===== config.mk =====
export PLATFORM = sky130hd
export DESIGN_NAME = regfile_writeback_flat
export DESIGN_NICKNAME = d
export VERILOG_FILES = /design/src/rtl/regfile_writeback_pkg.sv /design/src/rtl/regfile_writeback_if.sv /design/src/rtl/regfile_writeback_gpr_array.sv /design/src/rtl/regfile_writeback.sv /design/src/flat_wrapper.sv
export SDC_FILE = /design/constraint.sdc
export NUM_CORES = 1
export LEC_CHECK = 0
export ABC_CLOCK_PERIOD_IN_PS = 3800
export BUFFER_PORTS_ARGS = -buffer_cell sky130_fd_sc_hd__buf_4
export CELL_PAD_IN_SITES_DETAIL_PLACEMENT = 1
export CELL_PAD_IN_SITES_GLOBAL_PLACEMENT = 1
export CORE_AREA = 2 2 467 469
export CTS_CLUSTER_DIAMETER = 30
export CTS_CLUSTER_SIZE = 24
export DETAILED_ROUTE_END_ITERATION = 10
export DIE_AREA = 0 0 469 471
export GPL_ROUTABILITY_DRIVEN = 1
export PLACE_DENSITY = 0.51
export SLEW_MARGIN = 20
export SYNTH_ARGS = -nofsm -noshare
export SYNTH_HDL_FRONTEND = slang
export SYNTH_HIERARCHICAL = 1
export SYNTH_SLANG_ARGS = --single-unit

===== constraint.sdc =====
create_clock -name Clk -period 3.8 [get_ports Clk]
set_input_delay 0.38 -clock Clk [delete_from_list [all_inputs] [get_ports Clk]]
set_output_delay 0.38 -clock Clk [all_outputs]
set_load 0.05 [all_outputs]

===== src/rtl/regfile_writeback_pkg.sv =====
// Shared constants, types and the pending-mask helper for the decode-stage
// register writeback slice.
package regfile_writeback_pkg;

  localparam int NUM_GPR     = 32;
  localparam int GPR_ADDR_W  = 5;
  localparam int CTRL_WB_BIT = 31;

  typedef logic [GPR_ADDR_W-1:0] gpr_addr_t;
  typedef logic [NUM_GPR-1:0]    gpr_mask_t;

  // r0 never owns a pending bit, so the mask stays clear for it even when enabled.
  function automatic gpr_mask_t onehot32(input gpr_addr_t addr, input logic en);
    gpr_mask_t mask;
    mask = '0;
    if (en && (addr != '0)) begin
      mask[addr] = 1'b1;
    end
    return mask;
  endfunction

endpackage


===== src/rtl/regfile_writeback_if.sv =====
// EX-stage inputs, debug read port and IDECODE-facing outputs of the writeback
// block, bundled so the decode side can connect with a single port.
interface regfile_writeback_if #(
  parameter int DATA_W = 32,
  parameter int CNT_W  = 32
);
  import regfile_writeback_pkg::*;

  logic                      ExWe;
  gpr_addr_t                 ExDst;
  logic [DATA_W-1:0]         ExResult;
  gpr_addr_t                 DbgAddr;
  logic [DATA_W-1:0]         DbgData;
  logic [NUM_GPR*DATA_W-1:0] Regfile_flat;
  gpr_mask_t                 RdEx;
  gpr_mask_t                 RdWb;
  logic [CNT_W-1:0]          WbCount;

  modport master (
    output ExWe, ExDst, ExResult, DbgAddr,
    input  DbgData, Regfile_flat, RdEx, RdWb, WbCount
  );

  modport slave (
    input  ExWe, ExDst, ExResult, DbgAddr,
    output DbgData, Regfile_flat, RdEx, RdWb, WbCount
  );

endinterface


===== src/rtl/regfile_writeback_gpr_array.sv =====
// 32-entry GPR storage: one synchronous write port, r0 hardwired to zero,
// a flattened image for IDECODE and one combinational debug read port.
module gpr_array
  import regfile_writeback_pkg::*;
#(
  parameter int DATA_W = 32
) (
  input  logic                      Clk,
  input  logic                      Reset,
  input  logic                      we,
  input  gpr_addr_t                 waddr,
  input  logic [DATA_W-1:0]         wdata,
  input  gpr_addr_t                 raddr,
  output logic [DATA_W-1:0]         rdata,
  output logic [NUM_GPR*DATA_W-1:0] flat
);

  logic [DATA_W-1:0] regs [NUM_GPR];

  // r0 is never written, so it keeps its reset value of zero forever.
  always_ff @(posedge Clk) begin
    if (Reset) begin
      for (int i = 0; i < NUM_GPR; i++) begin
        regs[i] <= '0;
      end
    end else if (we && (waddr != '0)) begin
      regs[waddr] <= wdata;
    end
  end

  assign rdata = regs[raddr];

  // GPR[0] lands in the most significant slice, GPR[31] in the least.
  for (genvar g = 0; g < NUM_GPR; g++) begin : g_flat
    assign flat[(NUM_GPR-1-g)*DATA_W +: DATA_W] = regs[g];
  end

endmodule


===== src/rtl/regfile_writeback.sv =====
// Writeback end of the decode-stage register interface: one-entry WB pipeline
// register, commit into the GPR array, pending-write masks and commit counter.
module regfile_writeback
  import regfile_writeback_pkg::*;
#(
  parameter int DATA_W = 32,
  parameter int CNT_W  = 32
) (
  input logic                Clk,
  input logic                Reset,
  regfile_writeback_if.slave bus
);

  logic              wb_we;
  gpr_addr_t         wb_dst;
  logic [DATA_W-1:0] wb_data;
  logic [CNT_W-1:0]  wb_count;

  // Writes to r0 are filtered here so they never commit, count or raise RdWb.
  always_ff @(posedge Clk) begin
    if (Reset) begin
      wb_we    <= 1'b0;
      wb_dst   <= '0;
      wb_data  <= '0;
      wb_count <= '0;
    end else begin
      wb_we   <= bus.ExWe && (bus.ExDst != '0);
      wb_dst  <= bus.ExDst;
      wb_data <= bus.ExResult;
      if (wb_we) begin
        wb_count <= wb_count + CNT_W'(1);
      end
    end
  end

  gpr_array #(
    .DATA_W (DATA_W)
  ) u_gpr_array (
    .Clk   (Clk),
    .Reset (Reset),
    .we    (wb_we),
    .waddr (wb_dst),
    .wdata (wb_data),
    .raddr (bus.DbgAddr),
    .rdata (bus.DbgData),
    .flat  (bus.Regfile_flat)
  );

  assign bus.RdEx    = onehot32(bus.ExDst, bus.ExWe);
  assign bus.RdWb    = onehot32(wb_dst, wb_we);
  assign bus.WbCount = wb_count;

endmodule


===== src/flat_wrapper.sv =====
// flat-port wrapper written by rule: the top's interface ports become plain ports
module regfile_writeback_flat import regfile_writeback_pkg::*;
#(
  parameter int DATA_W = 32,
  parameter int CNT_W  = 32
)
  (Clk, Reset, bus_ExWe, bus_ExDst, bus_ExResult, bus_DbgAddr, bus_DbgData, bus_Regfile_flat, bus_RdEx, bus_RdWb, bus_WbCount);
  regfile_writeback_if #(.DATA_W(DATA_W), .CNT_W(CNT_W)) bus_i ();
  input logic Clk;
  input logic Reset;
  input wire logic [$bits(bus_i.ExWe)-1:0] bus_ExWe;
  input wire logic [$bits(bus_i.ExDst)-1:0] bus_ExDst;
  input wire logic [$bits(bus_i.ExResult)-1:0] bus_ExResult;
  input wire logic [$bits(bus_i.DbgAddr)-1:0] bus_DbgAddr;
  output wire logic [$bits(bus_i.DbgData)-1:0] bus_DbgData;
  output wire logic [$bits(bus_i.Regfile_flat)-1:0] bus_Regfile_flat;
  output wire logic [$bits(bus_i.RdEx)-1:0] bus_RdEx;
  output wire logic [$bits(bus_i.RdWb)-1:0] bus_RdWb;
  output wire logic [$bits(bus_i.WbCount)-1:0] bus_WbCount;
  assign bus_i.ExWe = bus_ExWe;
  assign bus_i.ExDst = bus_ExDst;
  assign bus_i.ExResult = bus_ExResult;
  assign bus_i.DbgAddr = bus_DbgAddr;
  assign bus_DbgData = bus_i.DbgData;
  assign bus_Regfile_flat = bus_i.Regfile_flat;
  assign bus_RdEx = bus_i.RdEx;
  assign bus_RdWb = bus_i.RdWb;
  assign bus_WbCount = bus_i.WbCount;
  regfile_writeback #(.DATA_W(DATA_W), .CNT_W(CNT_W)) u_core (.Clk(Clk), .Reset(Reset), .bus(bus_i));
endmodule

==> results of run 1 <==
## through the flow
stage	hold slack [ps]	util (%)	total power, W
after floorplan	508	-	0.0163
after global placement	476	29.3	0.0184
after detailed placement	495	29.3	0.0184
after CTS	146	34.6	0.0462
after global routing	181	34.6	0.0469
final	208	34.6	0.0457
## area by class of cell
class / instances / area share (%)
multi-input combinational: 2386 / 22.1
timing repair buffer: 1412 / 15.1
clock inverter: 188 / 2.64
tap: 2854 / 4.77
antenna: 14 / 0.0468
clock buffer: 420 / 12.2
inverter: 7 / 0.0351
sequential: 1094 / 43.0
## Yosys cell counts (all sizes together) (3+ instances only)
| master | count |
|---|---|
| edfxtp | 1024 |
| and2 | 993 |
| mux2i | 513 |
| clkbuf | 224 |
| a21oi | 115 |
| buf | 115 |
| nand2 | 112 |
| nor2 | 112 |
| nand3 | 108 |
| a22oi | 96 |
| dfxtp | 70 |
| a22o | 64 |
| nor2b | 42 |
| nor3 | 35 |
| or2 | 33 |
| a31oi | 32 |
| nand3b | 14 |
| or4 | 13 |
| or3 | 12 |
| o31ai | 11 |
| nand4 | 8 |
| o21ai | 8 |
| inv | 7 |
| or3b | 6 |
| xor2 | 6 |
| xnor2 | 4 |
| nand2b | 3 |
## repair_timing
action	CTS	global route
resized for setup	1	0
hold buffers	41	0
endpoints found under the setup margin	1	0
setup buffers	0	0
hold endpoints to repair	48	0
## metal layers
layer | vias to the layer above | track usage [%]
met4 | 4 | 10.3
met1 | 20600 | 31.5
met2 | 1986 | 46.7
met3 | 439 | 6.57
li1 | 16600 | -
met5 | - | 0
## flip-flops by register name, summed over array words and instances (netlist names)
| register | flops |
|---|---|
| u_core/u_gpr_array/regs | 1024 |
| u_core/bus.WbCount | 32 |
| u_core/wb_data | 32 |
| u_core/wb_dst | 5 |
| u_core/wb_we | 1 |
## tightest hold or removal path, delay by kind of cell
kind | cells | cell delay (ps)
buf+inv | 2 | 630
simple gates | 1 | 100
## worst max path at each step
| stage | start | depth (start not counted) | endpoint |
|---|---|---|---|
| after floorplan | u_core/bus.WbCount[13] | 5 | u_core/bus.WbCount[31] |
| after global placement | bus_DbgAddr[0] | 8 | bus_DbgData[6] |
| after global routing | u_core/u_gpr_array/regs[6][6] | 6 | bus_DbgData[6] |
| final | u_core/u_gpr_array/regs[6][6] | 6 | bus_DbgData[6] |
| after CTS | u_core/u_gpr_array/regs[6][6] | 6 | bus_DbgData[6] |
| after detailed placement | bus_DbgAddr[0] | 8 | bus_DbgData[6] |
## where the power goes
group	internal [W]	switching, W
Clock	0.0193	0.00818
Combinational	0.00107	0.00313
Sequential	0.0135	0.000461
Total	0.0340	0.0118
## logic make-up after synthesis
group | share of synthesized area (%)
other | 0.0150
muxes | 10.3
DFF | 64.3
buffers and inverters | 3.20
adders and majority gates | 0.0250
and+or+nand+nor | 17.7
AOI/OAI and AO/OA | 4.36
xor gates and xnor gates | 0.175
==> reports/qor.yml, run 1 <==
status: "finished, final reports clean"
grt_pass1_wl_um: 396000
clkTransAtPathRegs_ps: 40
min_from: "bus_ExResult[27]"
grt-ovfl-total: 0
cp_num_buf_inv: 1
portBuffers: 1194
fin_skew_ps: 80.4
antenna_found_initial: 31
tightest_slew_ps: 1110
core_region_area_um2: 216000
grt_pass1_vias: 41100
ys_types: 48
place_area_um2: 63200
cp_top_family: "compound AO/OA/AOI/OAI gates"
track_usage_pct: 26.8
crit_slowest_cell: "a31oi_1"
instances_no_fill: 8375
setup_viol: 0
die-area_um2: 221000
synth_edf_count: 1024
hpwl_um: 229000
cp.required_ps: 3420
numClockSinks: 1094
critPathCaptureType: "output pin"
syn_to_final_growth_pct: 49.5
nNetsFinal: 5294
pwr_density_cell_nw_per_um2: 611
htreeDepth: 5
hold_path.class: "in2reg"
io_pins: 1197
drive_gt1_share_pct: 35.6
wl_met1_um: 117000
drt_pass1_iterations: 5
slew_violations: 0
netlist_area_um2: 50000
vias: 39700
place.gp.congestion: 0.878
rsz0062_at_grt: "no"
first_iter_violations: 3442
finalSetupTns_ps: 0
wl_met3_um: 23800
worstSetupStartpointType: "flop"
p_leak_nw: 31.9
peakVddDrop_uv: 453
synth_top_area_share_pct: 61.5
clockBufferDepth: 4
synth_top_area_cell: "edfxtp_1"
multiInputGateArea_um2: 16600
holdPathEnd: "u_core/wb_data[27]"
rr_worst_depth: 4
final_common_cell: "buf_4"
drc_errors: 0
clockRootBuffer: "clkbuf_16"
slew_headroom_pct: 25.9
dp.cells: 7712
synthTopCellsByArea: "edfxtp_1 (61%), and2_1 (12%), mux2i_1 (10%), dfxtp_1 (2.8%), clkbuf_1 (1.6%)"
highest_layer: "met5"
fmax_mhz: 279
r2r_setup_slack_ps: 900
synth-seq-cells: 1094
regArea_um2: 32200
drt-total-wl_um: 306000
wl_per_cell_um: 36.6
worst_skew_pair.late_latency_ps: 930
synth_ff_type: "edfxtp_1"
min_path_cells: 3
viasPerCell: 4.74
rows: 171
layout_setup_ws_ps: 220
cpPeakStageDelay_ps: 470
avgSynthCellArea_um2: 13.2
dieHeight_um: 471
design_area_um2: 74800
crit_chain: "mux2i_1 > a22o_1 > nor3_1 > a31oi_1 > nand3_2 > buf_4"
dp_slack_ps: 204
cts_tree: "done"
r2r_start: "u_core/wb_dst[4]"
drv_cap: 0
mostFrequentLayoutCells: "buf_4 (1321), edfxtp_1 (1024), and2_1 (992), mux2i_1 (513), clkbuf_16 (351)"
cp.arrival_ps: 3200
critPathKind: "reg2out"
die_w_um: 469
hold_viol_final: 0
grt_max_degree: 75
postRouteAntennaNets: 0
fillers: 22900
cp_max_fo: 2
cts_buffers: 347
synth_seq_area_share_pct: 64.3
fin_crit_sh_pct: 94.2
initial_core_util_pct: 23.2
finalCriticalPeriod_ps: 3580
synthArstFlopShare_pct: 0
ys.warnings.count: 6
r2r_end: "u_core/u_gpr_array/regs[21][18]"
wl_met2_um: 153000
syn-instance-count: 3794
No activity file was read; power rests on OpenSTA's default activity.
==> run 2, diff against run 1 <==
ABC_CLOCK_PERIOD_IN_PS = 3900   (was 3800)
clock period = 3.9 ns   (was 3.8 ns; I/O delays follow)
==> reports/qor.yml, run 2 (synthesis gave the netlist of run 1 again) <==
layout_setup_ws_ps: 123
place.gp.congestion: 0.897
cp_top_family: "simple AND/OR/NAND/NOR gates"
largest_reg_flops: 1024
setup_viol: 0
pwr_density_cell_nw_per_um2: 589
drive_gt1_share_pct: 35.4
drt-total-wl_um: 305000
dp.cells: 7717
fin_skew_ps: 57.0
p_leak_nw: 31.7
grt_pass1_vias: 41000
finalCriticalPeriod_ps: 3780
first_iter_violations: 3669
power.internal_w: 0.0325
syn_to_final_growth_pct: 49.0
hold_slack_ps: 206
cp_num_buf_inv: 1
instances_no_fill: 8376
clockRootBuffer: "clkbuf_16"
cp.required_ps: 3510
initial_core_util_pct: 23.2
die-area_um2: 221000
track_usage_pct: 26.7
cp_max_fo: 2
dp_slack_ps: 402
vias: 39700
hpwl_um: 227000
r2r_setup_slack_ps: 1060
die_w_um: 469
hold_buffers: 39
min_from: "bus_ExResult[1]"
p_seq_share_pct: 31.1
wl_per_cell_um: 36.4
cts_buffers: 347
io_pins: 1197
peakVddDrop_uv: 472
critPathCaptureType: "output pin"
hold_viol_final: 0
fin_crit_sh_pct: 96.9
clkTransAtPathRegs_ps: 40
dieHeight_um: 471
grt_max_degree: 74
r2r_start: "u_core/wb_we"
final_common_cell: "buf_4"
nNetsFinal: 5297
postCtsResizedCells: 0
worst_skew_pair.late_latency_ps: 950
crit_slowest_cell: "nor3_1"
viasPerCell: 4.74
numClockSinks: 1094
cts_tree: "done"
holdPathEnd: "u_core/wb_data[1]"
postRouteAntennaNets: 0
core_region_area_um2: 216000
drv_cap: 0
critPathKind: "reg2out"
p_clk_share_pct: 59.6
r2r_end: "u_core/u_gpr_array/regs[24][21]"
drc_errors: 0
rr_worst_depth: 7
grt-ovfl-total: 0
post_cts_buffers: 0
drt_pass1_iterations: 5
cp.arrival_ps: 3390
htreeDepth: 5
worstSetupStartpointType: "flop"
top_register: "u_core/u_gpr_array/regs"
crit_chain: "mux2i_1 > a22o_1 > nor3_1 > a31oi_1 > nand3_1 > buf_4"
portBuffers: 1194
grt_pass1_wl_um: 393000
finalSetupTns_ps: 0
power.share.switching_pct: 25.9
slew_headroom_pct: 27.8
slew_violations: 0
fmax_mhz: 265
rows: 171
tightest_slew_ps: 1080
antenna_found_initial: 27
pwr-share-comb_pct: 9.3
p_sw_w: 0.0114
status: "finished, final reports clean"
clockBufferDepth: 4
min_path_cells: 3
cpPeakStageDelay_ps: 690
rsz0062_at_grt: "no"
hold_path.class: "in2reg"
mostFrequentLayoutCells: "buf_4 (1327), edfxtp_1 (1024), and2_1 (992), mux2i_1 (513), clkbuf_16 (353)"
-- run 2: cell count changes in the layout (fill, tap and decap cells not counted), sizes merged --
cell / previous run / this run
diode: 14 / 15
clkinvlp: 12 / 15
clkinv: 133 / 130
dlygate4sd3: 41 / 39
buf: 1371 / 1376
clkbuf: 420 / 425
bufinv: 38 / 30
-- run 2: per-layer routing --
layer / global-route usage (%) / routed length, um / vias to the layer above
met5: 0 / 27 / -
met4: 10.8 / 12800 / 4
met3: 6.97 / 24300 / 430
met2: 45.6 / 150000 / 2087
met1: 31.5 / 118000 / 20500
li1: - / - / 16600
-- run 2: worst max-delay path by stage --
stage | cells past startpoint | startpoint | to
5_1_grt | 6 | u_core/u_gpr_array/regs[0][8] | bus_DbgData[8]
2_1_floorplan | 5 | u_core/bus.WbCount[13] | u_core/bus.WbCount[31]
4_1_cts | 7 | u_core/u_gpr_array/regs[3][10] | bus_DbgData[10]
3_5_place_dp | 8 | bus_DbgAddr[1] | bus_DbgData[7]
3_3_place_gp | 10 | bus_DbgAddr[1] | bus_DbgData[10]
6_report | 6 | u_core/u_gpr_array/regs[0][8] | bus_DbgData[8]
-- run 2: worst register-to-register path, cell delays in order, from the launching register on --
cell	delay, ps
dfxtp_1	360
buf_4	230
nand2b_1	90
or3_1	640
buf_4	300
nor2_4	310
or2_2	210
buf_12	260
-- run 2: power groups by stage --
stage               Sequential [W]  Clock [W]  Combinational, W
finish                      0.0136     0.0262           0.00410
CTS                         0.0136     0.0265           0.00415
global route                0.0137     0.0272           0.00421
floorplan                   0.0147          0           0.00119
global placement            0.0138          0           0.00410
detailed placement          0.0138          0           0.00411
-- run 2: layout make-up --
type                            count  area (um2)
Inverter                            7        26.3
Clock inverter                    180        1680
Fill cell                       23000      142000
Sequential cell                  1094       32200
Tap cell                         2854        3570
Antenna cell                       15        37.5
Timing Repair Buffer             1415       11300
Multi-Input combinational cell   2386       16600
Clock buffer                      425        9170
-- run 2: through the flow --
stage          utilization (%)  cell area (um2)  total power, W
6_report                  34.5            74500          0.0439
5_1_grt                   34.5            74500          0.0450
4_1_cts                   34.5            74500          0.0443
3_5_place_dp              29.3            63300          0.0179
3_3_place_gp              29.3            63300          0.0179
2_1_floorplan                -            50100          0.0158
